==> src/rtl/instr_fetch_unit_if.sv <==
// Instruction-memory fetch bus: single-outstanding request/ready handshake.
// The fetch unit is the master; instruction memory is the slave.
interface instr_fetch_unit_if;
    logic        imem_req;
    logic [31:0] imem_addr;
    logic        imem_ready;
    logic [31:0] imem_rdata;

    modport master (
        output imem_req,
        output imem_addr,
        input  imem_ready,
        input  imem_rdata
    );

    modport slave (
        input  imem_req,
        input  imem_addr,
        output imem_ready,
        output imem_rdata
    );
endinterface

==> src/rtl/instr_fetch_unit.sv <==
// RV32I fetch stage: PC register, BOOT/REQ/HOLD fetch sequencer and instruction register
// that holds a fetched word for decode until the core consumes it.
module instr_fetch_unit #(
    parameter logic [31:0] RESET_PC  = 32'h0000_0000,
    parameter logic [31:0] NOP_INSTR = 32'h0000_0013
) (
    input  logic                      clk,
    input  logic                      rst,
    instr_fetch_unit_if.master        imem,
    input  logic                      stall,
    input  logic                      redirect_en,
    input  logic [31:0]               redirect_target,
    output logic [31:0]               instr,
    output logic [6:0]                opcode,
    output logic [31:0]               pc,
    output logic [31:0]               pc_plus4,
    output logic                      instr_valid,
    output logic                      misalign_err,
    output logic [31:0]               instr_count
);

    typedef enum logic [1:0] {
        BOOT = 2'd0,
        REQ  = 2'd1,
        HOLD = 2'd2
    } state_e;

    state_e      state_q, state_d;
    logic [31:0] pc_q, pc_d;
    logic [31:0] instr_q, instr_d;
    logic [31:0] count_q, count_d;
    logic        misalign_q, misalign_d;

    always_ff @(posedge clk or posedge rst) begin
        if (rst) begin
            state_q    <= BOOT;
            pc_q       <= RESET_PC;
            instr_q    <= NOP_INSTR;
            count_q    <= '0;
            misalign_q <= 1'b0;
        end else begin
            state_q    <= state_d;
            pc_q       <= pc_d;
            instr_q    <= instr_d;
            count_q    <= count_d;
            misalign_q <= misalign_d;
        end
    end

    // Redirect inputs only matter on the consume cycle (HOLD with stall low).
    always_comb begin
        state_d    = state_q;
        pc_d       = pc_q;
        instr_d    = instr_q;
        count_d    = count_q;
        misalign_d = misalign_q;
        unique case (state_q)
            BOOT: state_d = REQ;
            REQ: begin
                if (imem.imem_ready) begin
                    instr_d = imem.imem_rdata;
                    state_d = HOLD;
                end
            end
            HOLD: begin
                if (!stall) begin
                    count_d = count_q + 32'd1;
                    state_d = REQ;
                    if (redirect_en) begin
                        pc_d = {redirect_target[31:2], 2'b00};
                        if (redirect_target[1:0] != 2'b00) misalign_d = 1'b1;
                    end else begin
                        pc_d = pc_q + 32'd4;
                    end
                end
            end
            default: state_d = BOOT;
        endcase
    end

    // Request and address come straight from registers; no input reaches them combinationally.
    assign imem.imem_req  = (state_q == REQ);
    assign imem.imem_addr = pc_q;

    assign instr        = instr_q;
    assign opcode       = instr_q[6:0];
    assign pc           = pc_q;
    assign pc_plus4     = pc_q + 32'd4;
    assign instr_valid  = (state_q == HOLD);
    assign misalign_err = misalign_q;
    assign instr_count  = count_q;

endmodule

==> src/flat_wrapper.sv <==
// flat-port wrapper written by rule: the top's interface ports become plain ports
module instr_fetch_unit_flat 
#(
    parameter logic [31:0] RESET_PC  = 32'h0000_0000,
    parameter logic [31:0] NOP_INSTR = 32'h0000_0013
)
  (clk, rst, stall, redirect_en, redirect_target, instr, opcode, pc, pc_plus4, instr_valid, misalign_err, instr_count, imem_imem_req, imem_imem_addr, imem_imem_ready, imem_imem_rdata);
  instr_fetch_unit_if imem_i ();
  input  logic clk;
  input  logic rst;
  input  logic stall;
  input  logic redirect_en;
  input  logic [31:0] redirect_target;
  output logic [31:0] instr;
  output logic [6:0] opcode;
  output logic [31:0] pc;
  output logic [31:0] pc_plus4;
  output logic instr_valid;
  output logic misalign_err;
  output logic [31:0] instr_count;
  output wire logic [$bits(imem_i.imem_req)-1:0] imem_imem_req;
  output wire logic [$bits(imem_i.imem_addr)-1:0] imem_imem_addr;
  input wire logic [$bits(imem_i.imem_ready)-1:0] imem_imem_ready;
  input wire logic [$bits(imem_i.imem_rdata)-1:0] imem_imem_rdata;
  assign imem_imem_req = imem_i.imem_req;
  assign imem_imem_addr = imem_i.imem_addr;
  assign imem_i.imem_ready = imem_imem_ready;
  assign imem_i.imem_rdata = imem_imem_rdata;
  instr_fetch_unit #(.RESET_PC(RESET_PC), .NOP_INSTR(NOP_INSTR)) u_core (.clk(clk), .rst(rst), .imem(imem_i), .stall(stall), .redirect_en(redirect_en), .redirect_target(redirect_target), .instr(instr), .opcode(opcode), .pc(pc), .pc_plus4(pc_plus4), .instr_valid(instr_valid), .misalign_err(misalign_err), .instr_count(instr_count));
endmodule
==> config.mk <==
export PLATFORM = sky130hd
export DESIGN_NAME = instr_fetch_unit_flat
export DESIGN_NICKNAME = d
export VERILOG_FILES = /design/src/rtl/instr_fetch_unit_if.sv /design/src/rtl/instr_fetch_unit.sv /design/src/flat_wrapper.sv
export SDC_FILE = /design/constraint.sdc
export NUM_CORES = 1
export LEC_CHECK = 0
export ABC_AREA = 1
export BUFFER_PORTS_ARGS = -buffer_cell sky130_fd_sc_hd__buf_4
export CORE_AREA = 2 2 125 127
export DETAILED_ROUTE_END_ITERATION = 10
export DIE_AREA = 0 0 127 129
export PLACE_DENSITY_LB_ADDON = 0.25
export SYNTH_ARGS = -nofsm -noshare
export SYNTH_HDL_FRONTEND = slang
export SYNTH_SLANG_ARGS = --single-unit
==> constraint.sdc <==
create_clock -name clk -period 8.2 [get_ports clk]
set_clock_uncertainty 0.15 [all_clocks]
set_input_delay 0.41 -clock clk [delete_from_list [all_inputs] [get_ports clk]]
set_output_delay 0.41 -clock clk [all_outputs]
set_load 0.01 [all_outputs]
==> impl_results.md, run 1 <==
- Final setup viols: 0
- Top library cells by usage in the layout, fill and taps aside: sky130_fd_sc_hd__nand2_1, sky130_fd_sc_hd__buf_4, sky130_fd_sc_hd__nor2_1, sky130_fd_sc_hd__dfrtp_1, sky130_fd_sc_hd__inv_1
- Max-slew headroom: 38.34%
- Routed vias/inst: 4.775
- Largest net degree at the start of global routing: 68
- Cell-internal power: 0.001557 W
- CTS tree: built
- Number of clock sinks: 97
- Clock H-tree levels: 3
- Most frequent standard cell in the layout excluding fill and tap cells: sky130_fd_sc_hd__nand2_1
- Post-synthesis instance area: 0.005938 mm²
- # DRC: 0
- Total via count after detailed routing: 5696
- Final Slew Violations: 0
- Mux cell area share after synthesis: 6.068%
- Run status: complete, no violations
- Static leakage: 3.995 nW
- Number of iterations in the first detailed-routing pass: 4
- Fin crit period: 2.603 ns
- Clock buffer count from CTS: 9
- Row count: 45
- Highest clock frequency the design can meet: 0.3841 GHz
- Worst setup timing slack at the placement stage: 5.661 ns
- Core Region: 0.01498 mm²
- Fraction of the mapped netlist area in compound gates: 5.310%
- Synth-to-layout area growth: 32.89%
- Depth of the worst hold-timing path: 2
- Area enclosed by the die boundary: 0.01638 mm²
- Met2 wire len: 8151 µm
- Comb pwr share: 49.0%
- Hold WC Path Type: primary input to flop
- Number of maximum-capacitance constraint violations: 0
- Number of distinct library cells after synthesis: 37
- Unrepaired setup endpoints after global routing: false
- #FFs+latches synth: 97
- First-pass GRT wire length: 27570 µm
- Worst hold margin: 0.1080 ns
- Switching part of the total: 40.54%
- Share of the yosys chip area belonging to registers: 40.94%
- Violation count after the first detailed-route iteration: 235
- Antenna violations before repair: 0
- Post-synthesis simple-gate area fraction: 32.41%
- Die outline width: 127 µm
- Slew @ Worst Pin: 0.9249 ns
- Post-Place Cells: 1176
- Number of global-route vias before repair: 5438
- Setup TNS Final: 0 ns
- Required @ worst endpoint: 7.64 ns
- Total routing usage reported by global routing: 21.36%
- Layout Cells excl Fill: 1193
- Quantity of I/O buffers inserted on ports: 232
- Initial Utilization: 39.65%
- Top layer used by detailed routing: met4
- Peak VDD IR: 0.1534 mV
- Post-route ant nets: 0
- Average wire length per cell after detail routing: 14.60 µm
- Hold Vio Cnt, Final: 0
- Largest family of logic cells by synthesized area: simple AND/OR/NAND/NOR gates
- Synthesized-area fraction occupied by adder cells: 0.4214%
- Power density over the cells: 331.9 mW/mm²
- # IOs: 239
- Grt total ovfl: 0
- Clock latency at the later pin of the worst-skew pair: 0.35 ns
- Cells after synthesis: 808
- Buffer cell driving the clock tree root: sky130_fd_sc_hd__clkbuf_16
- Path type of the worst setup path: flop to output pin
- DPL Wire Length: 13280 µm
- Final estimated routing congestion in global placement: 0.8566
- Number of inserted diodes: 0
- Post-cts sizing count: 0
- Met3 wire length: 1284 µm
- Synthesized area per cell: 7.349 µm²
- Longest Clk Path Bufs: 2
- Tcrit/Tclk final: 31.75%
- DRT met1 WL: 7691 µm
- Crit end category: output pin
- Post-synthesis share of cell area spent on xor and xnor gates: 3.687%
- Fraction of layout cells with a size suffix above 1: 30.15%
- Post-Route WL: 17420 µm
- Worst Slack Setup Final: 5.597 ns
- Height of the chip: 129 µm
- Worst endpoint data arrival time: 2.04 ns
- Sequential fraction of design power: 33.8%
- Number of cell instances on the worst register-to-register path: 7
- Switching power total: 0.001062 W
- Ys Warns: 0
- Filler instances: 1520
- Crit-path max FO: 6
- Startpoint types: flop
- Clock transition at the registers of the reported paths: 0.07 ns
- Final nets: 1071
- Proportion of power drawn by the clock network: 17.2%
## layout make-up
class | count | area (µm²) | area share (%)
Clock buffer | 11 | 252.7 | 3.203
Tap cell | 188 | 235.2 | 2.981
Clock inverter | 5 | 61.31 | 0.7769
Sequential cell | 97 | 2431 | 30.81
Inverter | 68 | 257.7 | 3.266
Multi-Input combinational cell | 587 | 2872 | 36.39
Timing Repair Buffer | 237 | 1782 | 22.58
## per-stage QoR
| stage | instance area [µm²] | util [%] | total power (W) |
|---|---|---|---|
| floorplan | 5957 | - | 0.001587 |
| global placement | 7567 | 50.53 | 0.002166 |
| detailed placement | 7567 | 50.53 | 0.002188 |
| CTS | 7891 | 52.69 | 0.002650 |
| global route | 7891 | 52.69 | 0.002810 |
| finish | 7891 | 52.69 | 0.002619 |
## power by group through the flow
stage / registers [W] / clock network (W) / logic [W]
after floorplan: 0.000910 / 0 / 0.000677
after global placement: 0.000885 / 0 / 0.00128
after detailed placement: 0.000892 / 0 / 0.00130
after CTS: 0.000886 / 0.000465 / 0.00130
after global routing: 0.000917 / 0.000482 / 0.00141
final: 0.000885 / 0.000451 / 0.00128
## synth_stat cells
master | number | area share [%]
sky130_fd_sc_hd__a21boi_0 | 2 | 0.25
sky130_fd_sc_hd__a21boi_1 | 6 | 0.76
sky130_fd_sc_hd__a21o_1 | 1 | 0.13
sky130_fd_sc_hd__a21oi_1 | 12 | 1.0
sky130_fd_sc_hd__a22oi_1 | 3 | 0.38
sky130_fd_sc_hd__a2bb2oi_1 | 1 | 0.15
sky130_fd_sc_hd__and2_1 | 5 | 0.53
sky130_fd_sc_hd__buf_1 | 1 | 0.063
sky130_fd_sc_hd__buf_2 | 11 | 0.93
sky130_fd_sc_hd__buf_4 | 43 | 5.4
sky130_fd_sc_hd__clkbuf_1 | 6 | 0.38
sky130_fd_sc_hd__clkinv_1 | 1 | 0.063
sky130_fd_sc_hd__conb_1 | 1 | 0.063
sky130_fd_sc_hd__dfrtp_1 | 94 | 40
sky130_fd_sc_hd__dfstp_2 | 3 | 1.3
sky130_fd_sc_hd__ha_1 | 2 | 0.42
sky130_fd_sc_hd__inv_1 | 66 | 4.2
sky130_fd_sc_hd__inv_2 | 1 | 0.063
sky130_fd_sc_hd__mux2_2 | 32 | 6.1
sky130_fd_sc_hd__nand2_1 | 267 | 17
sky130_fd_sc_hd__nand2_2 | 2 | 0.21
sky130_fd_sc_hd__nand2_4 | 1 | 0.19
sky130_fd_sc_hd__nand3_1 | 46 | 3.9
sky130_fd_sc_hd__nand3b_1 | 5 | 0.63
sky130_fd_sc_hd__nand4_1 | 4 | 0.42
sky130_fd_sc_hd__nor2_1 | 125 | 7.9
sky130_fd_sc_hd__nor2_2 | 4 | 0.42
sky130_fd_sc_hd__nor2_4 | 4 | 0.76
sky130_fd_sc_hd__nor3_1 | 3 | 0.25
sky130_fd_sc_hd__nor3_2 | 2 | 0.34
sky130_fd_sc_hd__o21ai_0 | 20 | 1.7
sky130_fd_sc_hd__o21ai_1 | 4 | 0.34
sky130_fd_sc_hd__o21bai_1 | 2 | 0.25
sky130_fd_sc_hd__o22ai_1 | 1 | 0.11
sky130_fd_sc_hd__o31ai_1 | 2 | 0.25
sky130_fd_sc_hd__xnor2_1 | 7 | 1.0
sky130_fd_sc_hd__xor2_1 | 18 | 2.7
## registers in the layout (all words and copies together) (netlist names)
name,flops
u_core.misalign_err,1
u_core.state_q,2
u_core.instr_count,32
u_core.imem.imem_addr,30
u_core.instr,32
## worst paths after layout
path,from,endpoint,slack (ns)
worst min-delay path,imem_imem_ready,u_core.state_q[0],0.11
min in group asynchronous,rst,u_core.imem.imem_addr[30],0.47
worst max-delay path,u_core.imem.imem_addr[2],pc_plus4[14],5.60
worst max register to register,u_core.state_q[1],u_core.instr_count[31],5.77
worst min register to register,u_core.misalign_err,u_core.misalign_err,0.34
max in group asynchronous,rst,u_core.instr_count[12],6.15
## repair_timing
| item | in CTS | in global routing |
|---|---|---|
| endpoints found under the hold margin | 30 | 0 |
| buffers inserted | 0 | 0 |
| hold buffers | 1 | 0 |
## logic make-up after synthesis
| kind of cell | Yosys count |
|---|---|
| buf+inv | 129 |
| simple gates | 468 |
| other cells | 1 |
| xor+xnor | 25 |
| compound gates | 54 |
| mux | 32 |
| flops | 97 |
| fa+ha+maj | 2 |
## metal layers
layer / vias up / track usage (%)
met2: 183 / 34.88
met5: - / 0
li1: 2867 / -
met4: 0 / 7.111
met3: 18 / 5.405
met1: 2628 / 27.92
## critical path: stages, from the launching register on
cell and delay, ns:
sky130_fd_sc_hd__dfrtp_1 0.46, sky130_fd_sc_hd__ha_1 0.22, sky130_fd_sc_hd__nand2_1 0.09, sky130_fd_sc_hd__nor2_4 0.19
sky130_fd_sc_hd__nand2_4 0.12, sky130_fd_sc_hd__nor2_2 0.20, sky130_fd_sc_hd__nand2_1 0.09, sky130_fd_sc_hd__and2_1 0.17
sky130_fd_sc_hd__buf_4 0.14
Power figures use the tool's default switching activity.
==> run 2: changes to the inputs <==
- ABC_AREA: 1 -> 0
- CORE_AREA: 2 2 125 127 -> 2 2 122 124
- DIE_AREA: 0 0 127 129 -> 0 0 124 126
- clock period: 8.2 -> 2.2 ns (I/O delays scaled with it)
==> run 2 against run 1 <==
The flow now finishes with violations (negative setup slack). Synthesized area fell by 5.7%. Design area rose by 12%. Hold slack lost 0.093 ns. Die area is 4.6% lower. Critical path type unchanged.
==> impl_results.md, run 2 <==
- Violated checks: negative setup slack
- Number of clock sinks: 97 (unchanged)
- Share of the yosys chip area belonging to registers: 43.43% (+2.5 points)
- Required @ worst endpoint: 1.94 ns (-5.70 ns)
- Average wire length per cell after detail routing: 16.53 µm (+13%)
- Final setup viols: 11 (+11)
- Row count: 44 (-2.2%)
- Unrepaired setup endpoints after global routing: true
- Die outline width: 124 µm (-2.4%)
- Initial Utilization: 39.11% (-0.54 points)
- DPL Wire Length: 11900 µm (-10%)
- Number of iterations in the first detailed-routing pass: 5 (+1)
- Longest Clk Path Bufs: 2 (unchanged)
- Post-route ant nets: 0 (unchanged)
- Post-synthesis instance area: 0.005598 mm² (-5.7%)
- Number of maximum-capacitance constraint violations: 0 (unchanged)
- Clock latency at the later pin of the worst-skew pair: 0.34 ns (about the same)
- Top cells by count, synth: sky130_fd_sc_hd__dfrtp_1, sky130_fd_sc_hd__buf_4, sky130_fd_sc_hd__nand2_1, sky130_fd_sc_hd__mux2_2, sky130_fd_sc_hd__nand3_1
- Family with the most delay on the worst path: simple AND/OR/NAND/NOR gates
- # DRC: 0 (unchanged)
- Post-synth top area cell: sky130_fd_sc_hd__dfrtp_1
- Global routing usage on met2: 36.85% (+2.0 points)
- Chain of cells forming the critical path: nand4_1 > nor4_4 > buf_6 > buf_12 > and4_4 > xor2_2 > buf_4
- Power density over the cells: 996.4 mW/mm² (+200%)
- Crit-path max FO: 5 (-1)
- Critical path's slowest cell: sky130_fd_sc_hd__dfrtp_1
- Number of cell instances on the worst register-to-register path: 5 (-2)
- Final estimated routing congestion in global placement: 0.8276 (-3.4%)
- R2R Path End: u_core.instr_count[27]
- Number of distinct library cells after synthesis: 61 (+65%)
- Number of global-route vias before repair: 5232 (-3.8%)
- Path type of the worst setup path: flop to output pin
- Largest net degree at the start of global routing: 57 (-16%)
- Share of Yosys cell area claimed by the top area cell type: 42.02% (+2.4 points)
- Ys Warns: 0 (unchanged)
- Top library cells by usage in the layout, fill and taps aside: sky130_fd_sc_hd__buf_4, sky130_fd_sc_hd__dfrtp_1, sky130_fd_sc_hd__dlygate4sd3_1, sky130_fd_sc_hd__nand2_1, sky130_fd_sc_hd__mux2_2
- Busiest layer in global routing: met2
- Cell with the most instances after synthesis: sky130_fd_sc_hd__dfrtp_1
- Filler instances: 1165 (-23%)
- Area enclosed by the die boundary: 0.01562 mm² (-4.6%)
- Crit end category: output pin
- Clock transition at the registers of the reported paths: 0.07 ns (about the same)
- Static leakage: 4.118 nW (+3.1%)
- Cells after synthesis: 569 (-30%)
- Synthesized-area fraction occupied by adder cells: 0.4470% (+0.026 points)
- Number of inserted diodes: 0 (unchanged)
- Worst R2R Setup Slack: 0.15 ns (-5.62 ns)
- Endpoint with the worst hold slack: u_core.imem.imem_addr[16]
- Post-synth ARST share: 100.0% (unchanged)
- Hold WC Path Type: primary input to flop
- Final Slew Violations: 0 (unchanged)
- Clock buffer count from CTS: 9 (unchanged)
- Total via count after detailed routing: 5424 (-4.8%)
- Most frequent standard cell in the layout excluding fill and tap cells: sky130_fd_sc_hd__buf_4
- Quantity of I/O buffers inserted on ports: 232 (unchanged)
- Number of synthesized flops with an enable pin: 0 (unchanged)
- Total routing usage reported by global routing: 21.55% (+0.20 points)
- Buffer cell driving the clock tree root: sky130_fd_sc_hd__clkbuf_16
- Peak VDD IR: 0.5221 mV (+240%)
- Highest clock frequency the design can meet: 0.4299 GHz
- # IOs: 239 (unchanged)
- Post-synthesis simple-gate area fraction: 20.41% (-12 points)
- Run status: finished, violations left
- Max-slew headroom: 47.83% (+9.5 points)
- Worst r2r src: u_core.instr_count[12]
- First-pass GRT wire length: 26720 µm (-3.1%)
- Final nets: 931 (-13%)
- Violation count after the first detailed-route iteration: 312 (+33%)
- Worst Slack Setup Final: -0.1259 ns (-5.723 ns)
- #FFs+latches synth: 97 (unchanged)
- Met1 Resource Use GR: 27.38% (-0.54 points)
- Synthesized area per cell: 9.838 µm² (+34%)
- Largest family of logic cells by synthesized area: simple AND/OR/NAND/NOR gates
- Met3 track demand over resource in global routing: 3.714% (-1.7 points)
- Height of the chip: 126 µm (-2.3%)
- Origin of the worst min-delay path: redirect_target[16]
- Slew @ Worst Pin: 0.7816 ns (-0.1433 ns)
- Grt total ovfl: 0 (unchanged)
- Depth of the worst hold-timing path: 4 (+2)
- Worst endpoint data arrival time: 2.07 ns (+0.03 ns)
- CTS tree: built
- Buffers plus inverters on the worst setup path: 3 (+2)
- Top_reg_cell synth: sky130_fd_sc_hd__dfrtp_1
- Setup TNS Final: -0.6651 ns (-0.6651 ns)
- Clock H-tree levels: 3 (unchanged)
- Largest stage delay on the critical path: 0.39 ns (-0.07 ns)
- Post-synthesis share of cell area spent on xor and xnor gates: 9.075% (+5.4 points)
- Fin crit period: 2.326 ns
- Routed vias/inst: 5.171 (+8.3%)
- Leading cell types by total area after synthesis: sky130_fd_sc_hd__dfrtp_1, sky130_fd_sc_hd__mux2_2, sky130_fd_sc_hd__buf_4
- Fraction of the mapped netlist area in compound gates: 9.455% (+4.1 points)
- Hold Vio Cnt, Final: 0 (unchanged)
- Layout Cells excl Fill: 1049 (-12%)
- Fraction of layout cells with a size suffix above 1: 44.74% (+15 points)
- Post-Route WL: 17340 µm (-0.49%)
- Post-Place Cells: 947 (-19%)
- Mux cell area share after synthesis: 6.974% (+0.91 points)
- Tcrit/Tclk final: 105.7%
- Synth-to-layout area growth: 57.60%
- Antenna violations before repair: 0 (unchanged)
- Startpoint types: flop
- Core Region: 0.01431 mm² (-4.4%)
run 2: power breakdown:
part / total, W / leakage (nW) / internal (W) / switching [W]
clock network: 0.00163 / 0.156 / 0.000950 / 0.000683
logic: 0.00434 / 2.82 / 0.00230 / 0.00204
registers: 0.00282 / 1.14 / 0.00234 / 0.000484
total: 0.00879 / 4.12 / 0.00559 / 0.00321
run 2: logic make-up after synthesis:
family,after synthesis
fa+ha+maj,2
simple gates,200
mux,35
other cells,1
flops,97
compound gates,79
xor+xnor,58
buf+inv,97
run 2: what timing repair did:
action	4_1_cts	5_1_grt
gates resized for setup	27	18
endpoints found under the setup margin	18	16
hold endpoints to repair	80	0
setup buffers	10	8
hold buffers	67	0
pin swaps	10	13
gates cloned	2	0
run 2: cell type report:
| type | instances | area (µm²) | share of cell area, % |
|---|---|---|---|
| clock buffers | 11 | 252.7 | 2.865 |
| clock inverters | 5 | 61.31 | 0.6949 |
| inverters | 18 | 71.32 | 0.8084 |
| multi-input cells | 380 | 2855 | 32.36 |
| flip-flops and latches | 97 | 2436 | 27.61 |
| well taps | 184 | 230.2 | 2.610 |
| repair buffers | 354 | 2915 | 33.05 |
run 2: routing by layer:
layer  vias to the layer above  wire length [µm]
li1                       2560                 -
met1                      2600              7105
met2                       242              8637
met3                        22              1303
met4                         0               289
met5                         -                 0
run 2: worst max path at each step:
stage	from	endpoint	slack (ns)	depth (start not counted)
6_report	u_core.imem.imem_addr[11]	pc_plus4[28]	-0.13	7
3_5_place_dp	u_core.instr_count[12]	u_core.instr_count[27]	0.16	5
2_1_floorplan	u_core.imem.imem_addr[15]	pc_plus4[25]	0.12	7
3_3_place_gp	u_core.state_q[0]	u_core.instr_count[17]	0.23	4
4_1_cts	u_core.imem.imem_addr[11]	pc_plus4[28]	-0.11	7
5_1_grt	u_core.imem.imem_addr[11]	pc_plus4[28]	-0.20	7
run 2: metrics by stage:
step                total power (W)  hold WS [ns]  instance area, µm²  util [%]  setup slack (ns)
floorplan                  0.004938       0.05645                5620         -            0.1224
global placement           0.006728      -0.01740                7411     51.77            0.2268
detailed placement         0.006813     -0.007782                7411     51.77            0.1563
CTS                        0.008714      0.008125                8690     60.71           -0.1127
global route               0.009307       0.05072                8822     61.63           -0.2044
finish                     0.008790       0.01549                8822     61.63           -0.1259
run 2: worst min-delay path, cell delays in order:
cell,delay (ns)
sky130_fd_sc_hd__buf_4,0.08
sky130_fd_sc_hd__and3_1,0.14
sky130_fd_sc_hd__a21oi_1,0.04
sky130_fd_sc_hd__o211ai_1,0.09
